[config.mk]
export PLATFORM = sky130hd
export DESIGN_NAME = apb_aud_pwm
export DESIGN_NICKNAME = d
export VERILOG_FILES = /design/src/rtl/apb_aud_pwm.sv
export SDC_FILE = /design/constraint.sdc
export NUM_CORES = 1
export LEC_CHECK = 0
export ABC_AREA = 1
export CAP_MARGIN = 40
export CORE_UTILIZATION = 40
export DETAILED_ROUTE_END_ITERATION = 12
export SYNTH_ARGS = -nofsm -noshare
export SYNTH_HDL_FRONTEND = slang
export SYNTH_SLANG_ARGS = --single-unit
[constraint.sdc]
create_clock -name clk_i -period 2.75 [get_ports clk_i]
set_input_delay 0.6875 -clock clk_i [delete_from_list [all_inputs] [get_ports clk_i]]
set_output_delay 0.6875 -clock clk_i [all_outputs]
set_load 0.01 [all_outputs]
[src/rtl/apb_aud_pwm.sv]
`default_nettype none
// ============================================================================
// Module   : apb_aud_pwm
// Purpose  : APB audio PWM player. The core writes samples into a small FIFO.
//            One sample is popped per PWM frame (2^SAMPLE_WIDTH ticks) and
//            played out as a single-bit duty-cycle stream. The block also
//            raises a FIFO refill interrupt.
// Ports    : clk_i, rst_ni (async, active low)
//            PADDR/PWDATA/PWRITE/PSEL/PENABLE -> PRDATA/PREADY/PSLVERR (APB)
//            pwm_o  - PWM audio output (registered)
//            irq_o  - level refill interrupt (registered)
// Options  : AUD_PWM_UNDERRUN_IRQ_EN - sticky underrun also drives irq_o
// Revision : 1.0 - initial release
// ============================================================================
module apb_aud_pwm #(
  parameter int APB_ADDR_WIDTH = 12,
  parameter int SAMPLE_WIDTH   = 8,
  parameter int FIFO_DEPTH     = 8
) (
  input  logic                      clk_i,
  input  logic                      rst_ni,
  input  logic [APB_ADDR_WIDTH-1:0] PADDR,
  input  logic [31:0]               PWDATA,
  input  logic                      PWRITE,
  input  logic                      PSEL,
  input  logic                      PENABLE,
  output logic [31:0]               PRDATA,
  output logic                      PREADY,
  output logic                      PSLVERR,
  output logic                      pwm_o,
  output logic                      irq_o
);

  localparam int PTR_W = $clog2(FIFO_DEPTH);
  localparam int CNT_W = PTR_W + 1;

  // Register state
  logic                    en_q, irq_en_q, underrun_q, pwm_q, irq_q;
  logic [3:0]              thr_q;
  logic [15:0]             presc_q, pcnt_q;
  logic [SAMPLE_WIDTH-1:0] fcnt_q, duty_q;
  logic [SAMPLE_WIDTH-1:0] mem_q [FIFO_DEPTH];
  logic [PTR_W-1:0]        wptr_q, rptr_q;
  logic [CNT_W-1:0]        count_q;

  // Decode
  logic [1:0] addr_w;
  logic       wr_w, wr_ctrl_w, wr_presc_w, wr_data_w, wr_status_w;
  logic       full_w, empty_w, tick_w, frame_end_w, pop_w, push_w, flush_w;
  logic       en_d, thr_hit_w, irq_d;
  logic       unused_bits;

  assign addr_w      = PADDR[3:2];
  assign wr_w        = PSEL & PENABLE & PWRITE;
  assign wr_ctrl_w   = wr_w & (addr_w == 2'd0);
  assign wr_presc_w  = wr_w & (addr_w == 2'd1);
  assign wr_data_w   = wr_w & (addr_w == 2'd2);
  assign wr_status_w = wr_w & (addr_w == 2'd3);
  assign unused_bits = ^{PADDR, PWDATA};

  assign full_w  = (count_q == CNT_W'(FIFO_DEPTH));
  assign empty_w = (count_q == '0);

  // A PRESC write restarts the prescaler, so no tick is produced that cycle.
  assign tick_w      = en_q & (pcnt_q == presc_q) & ~wr_presc_w;
  assign frame_end_w = tick_w & (fcnt_q == {SAMPLE_WIDTH{1'b1}});
  assign pop_w       = frame_end_w & ~empty_w;
  assign flush_w     = wr_ctrl_w & PWDATA[2];
  // A full FIFO still accepts a sample when an entry leaves in the same cycle.
  assign push_w      = wr_data_w & (~full_w | pop_w) & ~flush_w;
  assign en_d        = wr_ctrl_w ? PWDATA[0] : en_q;

  assign thr_hit_w = (32'(count_q) <= 32'(thr_q));
`ifdef AUD_PWM_UNDERRUN_IRQ_EN
  assign irq_d = (irq_en_q & en_q & thr_hit_w) | (irq_en_q & underrun_q);
`else
  assign irq_d = irq_en_q & en_q & thr_hit_w;
`endif

  // Control registers and FIFO
  always_ff @(posedge clk_i or negedge rst_ni) begin
    if (!rst_ni) begin
      en_q       <= 1'b0;
      irq_en_q   <= 1'b0;
      thr_q      <= '0;
      presc_q    <= '0;
      underrun_q <= 1'b0;
      wptr_q     <= '0;
      rptr_q     <= '0;
      count_q    <= '0;
      for (int i = 0; i < FIFO_DEPTH; i++) mem_q[i] <= '0;
    end else begin
      en_q <= en_d;
      if (wr_ctrl_w) begin
        irq_en_q <= PWDATA[1];
        thr_q    <= PWDATA[7:4];
      end
      if (wr_presc_w) presc_q <= PWDATA[15:0];

      // Underrun set takes priority over a simultaneous software clear.
      if (frame_end_w & empty_w)          underrun_q <= 1'b1;
      else if (wr_status_w & PWDATA[10])  underrun_q <= 1'b0;

      if (push_w) mem_q[wptr_q] <= PWDATA[SAMPLE_WIDTH-1:0];
      if (flush_w) begin
        wptr_q  <= '0;
        rptr_q  <= '0;
        count_q <= '0;
      end else begin
        if (push_w) wptr_q <= wptr_q + PTR_W'(1);
        if (pop_w)  rptr_q <= rptr_q + PTR_W'(1);
        count_q <= count_q + CNT_W'(push_w) - CNT_W'(pop_w);
      end
    end
  end

  // Playback datapath; disabling clears it in the same cycle as the write.
  always_ff @(posedge clk_i or negedge rst_ni) begin
    if (!rst_ni) begin
      pcnt_q <= '0;
      fcnt_q <= '0;
      duty_q <= '0;
      pwm_q  <= 1'b0;
      irq_q  <= 1'b0;
    end else begin
      irq_q <= irq_d;
      pwm_q <= en_d & (fcnt_q < duty_q);
      if (!en_d) begin
        pcnt_q <= '0;
        fcnt_q <= '0;
        duty_q <= '0;
      end else begin
        if (wr_presc_w | tick_w) pcnt_q <= '0;
        else if (en_q)           pcnt_q <= pcnt_q + 16'd1;
        if (tick_w) fcnt_q <= fcnt_q + SAMPLE_WIDTH'(1);
        if (pop_w)  duty_q <= mem_q[rptr_q];
      end
    end
  end

  // Read mux
  always_comb begin
    PRDATA = '0;
    if (PSEL & ~PWRITE) begin
      case (addr_w)
        2'd0:    PRDATA = {24'd0, thr_q, 2'b00, irq_en_q, en_q};
        2'd1:    PRDATA = {16'd0, presc_q};
        2'd3:    PRDATA = {21'd0, underrun_q, full_w, empty_w, 3'b000, 5'(count_q)};
        default: PRDATA = '0;
      endcase
    end
  end

  assign PREADY  = 1'b1;
  assign PSLVERR = wr_data_w & full_w & ~pop_w;
  assign pwm_o   = pwm_q;
  assign irq_o   = irq_q;

endmodule
`default_nettype wire

==> impl_metrics.toml <==
[sta]
setup_viol = 0
fmax_mhz = 365
fin_crit_ns = 2.74
max_slew_margin_pct = 49.8
finalHoldViolCount = 0
hold_ws_ns = 0.224
rsz0062_at_grt = "true"
worst_pin_slew_ns = 0.752
maxSlewViolCount = 0
fin_skew_ns = 0.0150
post-route-period-util_pct = 99.6

[detailed_routing]
via_per_inst = 5.27
drt_iter0_markers = 572
ant_nets = 0
drt_drc_violations_left = 0
wl_um = 21600
first_pass_iters = 5
routedWlPerCell_um = 16.3
via_count = 6955

[finish]
syn2layout_area_growth_pct = 22.4
stdcell_area_sq_um = 9380
n_antenna_cell = 0
drive_above_1_share_pct = 19.6
fillers = 1807
nets = 1144
fin_cells = 1320

[worst_setup_path]
r2r-start = "presc_q[10]$_DFFE_PN0P_"
critical_path_required_ns = 2.06
worstSetupPathType = "in2out"
crit_top_cell = "buf_4"
cp.arrival_ns = 2.05
slowest_stage = "clkdlybuf4s50_1"
crit_chain = "clkdlybuf4s50_1 > nand2_1 > nor2_1 > buf_4 > inv_2 > buf_4 > nor2_4 > nand3_2 > inv_1 > buf_2"
critPathCaptureType = "output pin"
worst_path_largest_cell_delay_ns = 0.45
cp_top_family = "buffers and inverters"
critPathBufInv = 6
r2r_slack_ns = 0.08
critPathLaunch = "PENABLE"
path_max_fanout = 3
cp-start-kind = "primary input"

[synthesis]
synth_top_area_share_pct = 42.7
ys_seq_elements = 131
synth_flop_cell = "dfrtp_1"
postSynth.asyncResetShare_pct = 100
yosysWarnings = 0
avgSynthCellArea_sq_um = 7.85
synth_mux_area_share_pct = 0.147
synthAdderAreaFrac_pct = 3.69
ys_seq_area_share_pct = 42.7
synth_edf_count = 0
synth_compound_area_share_pct = 9.12
synth_xor_area_share_pct = 2.17
yosysTopAreaCell = "dfrtp_1"
synth.distinct_cells = 46
syn-cell-area_sq_um = 7670
synth_top_family_by_area = "simple AND/OR/NAND/NOR gates"
yosys-top-cells-area = "dfrtp_1 (43%), nand2_1 (15%), nand4_1 (6.3%)"
yosys.area_share.simple_pct = 32.3
synth_cells = 977

[cts]
path_clk_slew_ns = 0.07
root_buffer = "clkbuf_16"
cts_tree = "done"
clock_latency_ns = 0.43
cts_buffers = 17
clock_path_buffers = 2
htree_levels = 4
cts_sinks = 131

[global_routing]
antenna_found_initial = 0
grt_max_degree = 60
grt_overflow = 0
grt_usage_pct = 23.0
grt_pass1_wl_um = 35100
grt_pass1_vias = 6537

[die]
ios = 85
dieArea_sq_um = 19700
rows = 50
coreArea_sq_um = 18800
die_h_um = 140
start_util_pct = 40.9
die_x_um = 140

[pwr]
p_leak_nw = 4.61
finalPower_mw = 6.57
p_per_area_nw_per_um2 = 700
vdd_drop_max_v = 0.000484

[placed_design]
place_area_sq_um = 8680
portBuffers = 41
dpl.hpwl_um = 15100
dp.cells = 1282
place.gp.congestion = 0.857

[run]
cap_viol_max_count = 0

[hold_path]
min_path_type = "in2async"

[outcome]
status = "completed"
## per-layer routing
layer / wire, um / global-route usage [%]
met2: 9820 / 35.7
met5: 0 / 0
met1: 10300 / 32.2
met3: 1140 / 5.03
met4: 329 / 6.41
## cell usage in the layout (no fill, tap or decap), types with 4 or more instances in the layout
| cell type | n |
|---|---|
| inv_6 | 4 |
| conb_1 | 17 |
| clkbuf_2 | 13 |
| inv_1 | 65 |
| nor2_1 | 48 |
| nand3_1 | 31 |
| nand3_4 | 6 |
| nand4_1 | 77 |
| buf_4 | 85 |
| clkdlybuf4s50_1 | 22 |
| nor2_2 | 6 |
| nand2_1 | 299 |
| inv_8 | 6 |
| nor2_4 | 4 |
| a21oi_1 | 59 |
| nand3b_1 | 5 |
| o211ai_1 | 7 |
| nand2_2 | 13 |
| o21ai_0 | 27 |
| dfrtp_1 | 130 |
| nor3_2 | 10 |
| a221oi_1 | 16 |
| xor2_1 | 15 |
| ha_1 | 18 |
| nor3_1 | 14 |
| inv_2 | 18 |
| clkbuf_16 | 17 |
## power by group
part / switching (mW) / total (mW) / internal (mW)
combinational: 1.10 / 1.80 / 0.692
clock: 1.01 / 2.30 / 1.29
sequential: 0.271 / 2.48 / 2.21
## sequential cells by signal, summed over array words and instances, names as in the netlist
signal / cells
duty_q: 8
mem_q: 64
en_q: 1
irq_en_q: 1
count_q: 4
irq_o: 1
thr_q: 4
pcnt_q: 16
pwm_o: 1
fcnt_q: 8
underrun_q: 1
rptr_q: 3
presc_q: 16
wptr_q: 3
## cells in the mapped netlist (2+ instances only)
| library cell | count |
|---|---|
| nor3b_1 | 2 |
| nor2_1 | 56 |
| o211ai_1 | 7 |
| nand3b_1 | 5 |
| nand2_1 | 313 |
| buf_6 | 3 |
| inv_2 | 9 |
| conb_1 | 2 |
| nand3_1 | 34 |
| nor3_2 | 10 |
| xnor2_1 | 4 |
| xor2_1 | 15 |
| a221oi_1 | 16 |
| nor4_1 | 3 |
| inv_1 | 74 |
| nor2_4 | 2 |
| clkbuf_1 | 27 |
| dfrtp_1 | 131 |
| clkinv_1 | 2 |
| ha_1 | 21 |
| o21ai_0 | 28 |
| nand4_1 | 77 |
| nor3_1 | 14 |
| a21oi_1 | 60 |
| buf_2 | 12 |
| buf_1 | 2 |
| o22ai_1 | 2 |
| buf_4 | 21 |
| nand3_4 | 6 |
| buf_8 | 3 |
## through the flow
stage,utilization [%],worst slack [ns],setup TNS [ns]
floorplan,-,0.0160,0
global placement,46.2,-0.466,-12.11
detailed placement,46.2,-0.456,-12.50
CTS,49.4,-0.147,-0.147
global route,50.0,-0.147,-0.826
finish,50.0,0.0106,0
## final cells by class
cell class	instances	area, sq um	share of cell area [%]
multi-input combinational	707	3840	41.0
inverter	85	319	3.40
clock buffer	17	425	4.53
clock inverter	15	160	1.71
timing repair buffer	131	1060	11.3
sequential	131	3280	35.0
tap	234	293	3.12
## timing repair
action | CTS | global route
buffers inserted | 0 | 6
setup endpoints to repair | 20 | 27
pin swaps | 2 | 25
hold buffers | 0 | 0
gates resized for setup | 27 | 71
## kinds of logic after synthesis
| group | Yosys count |
|---|---|
| AOI/OAI and AO/OA | 120 |
| muxes | 1 |
| buffers and inverters | 154 |
| and+or+nand+nor | 528 |
| xor gates and xnor gates | 19 |
| adders and majority gates | 22 |
| DFF | 131 |
| other | 2 |
## path summary, 6_finish.rpt
check	end	cells after the start
worst max-delay path	PSLVERR	10
worst min-delay path	presc_q[9]$_DFFE_PN0P_	1
worst max register to register	count_q[2]$_DFF_PN0_	18
worst min register to register	mem_q[37]$_DFFE_PN0P_	2
max in group asynchronous	mem_q[48]$_DFFE_PN0P_	2
min in group clk_i	mem_q[37]$_DFFE_PN0P_	2
Power figures use the tool's default switching activity.
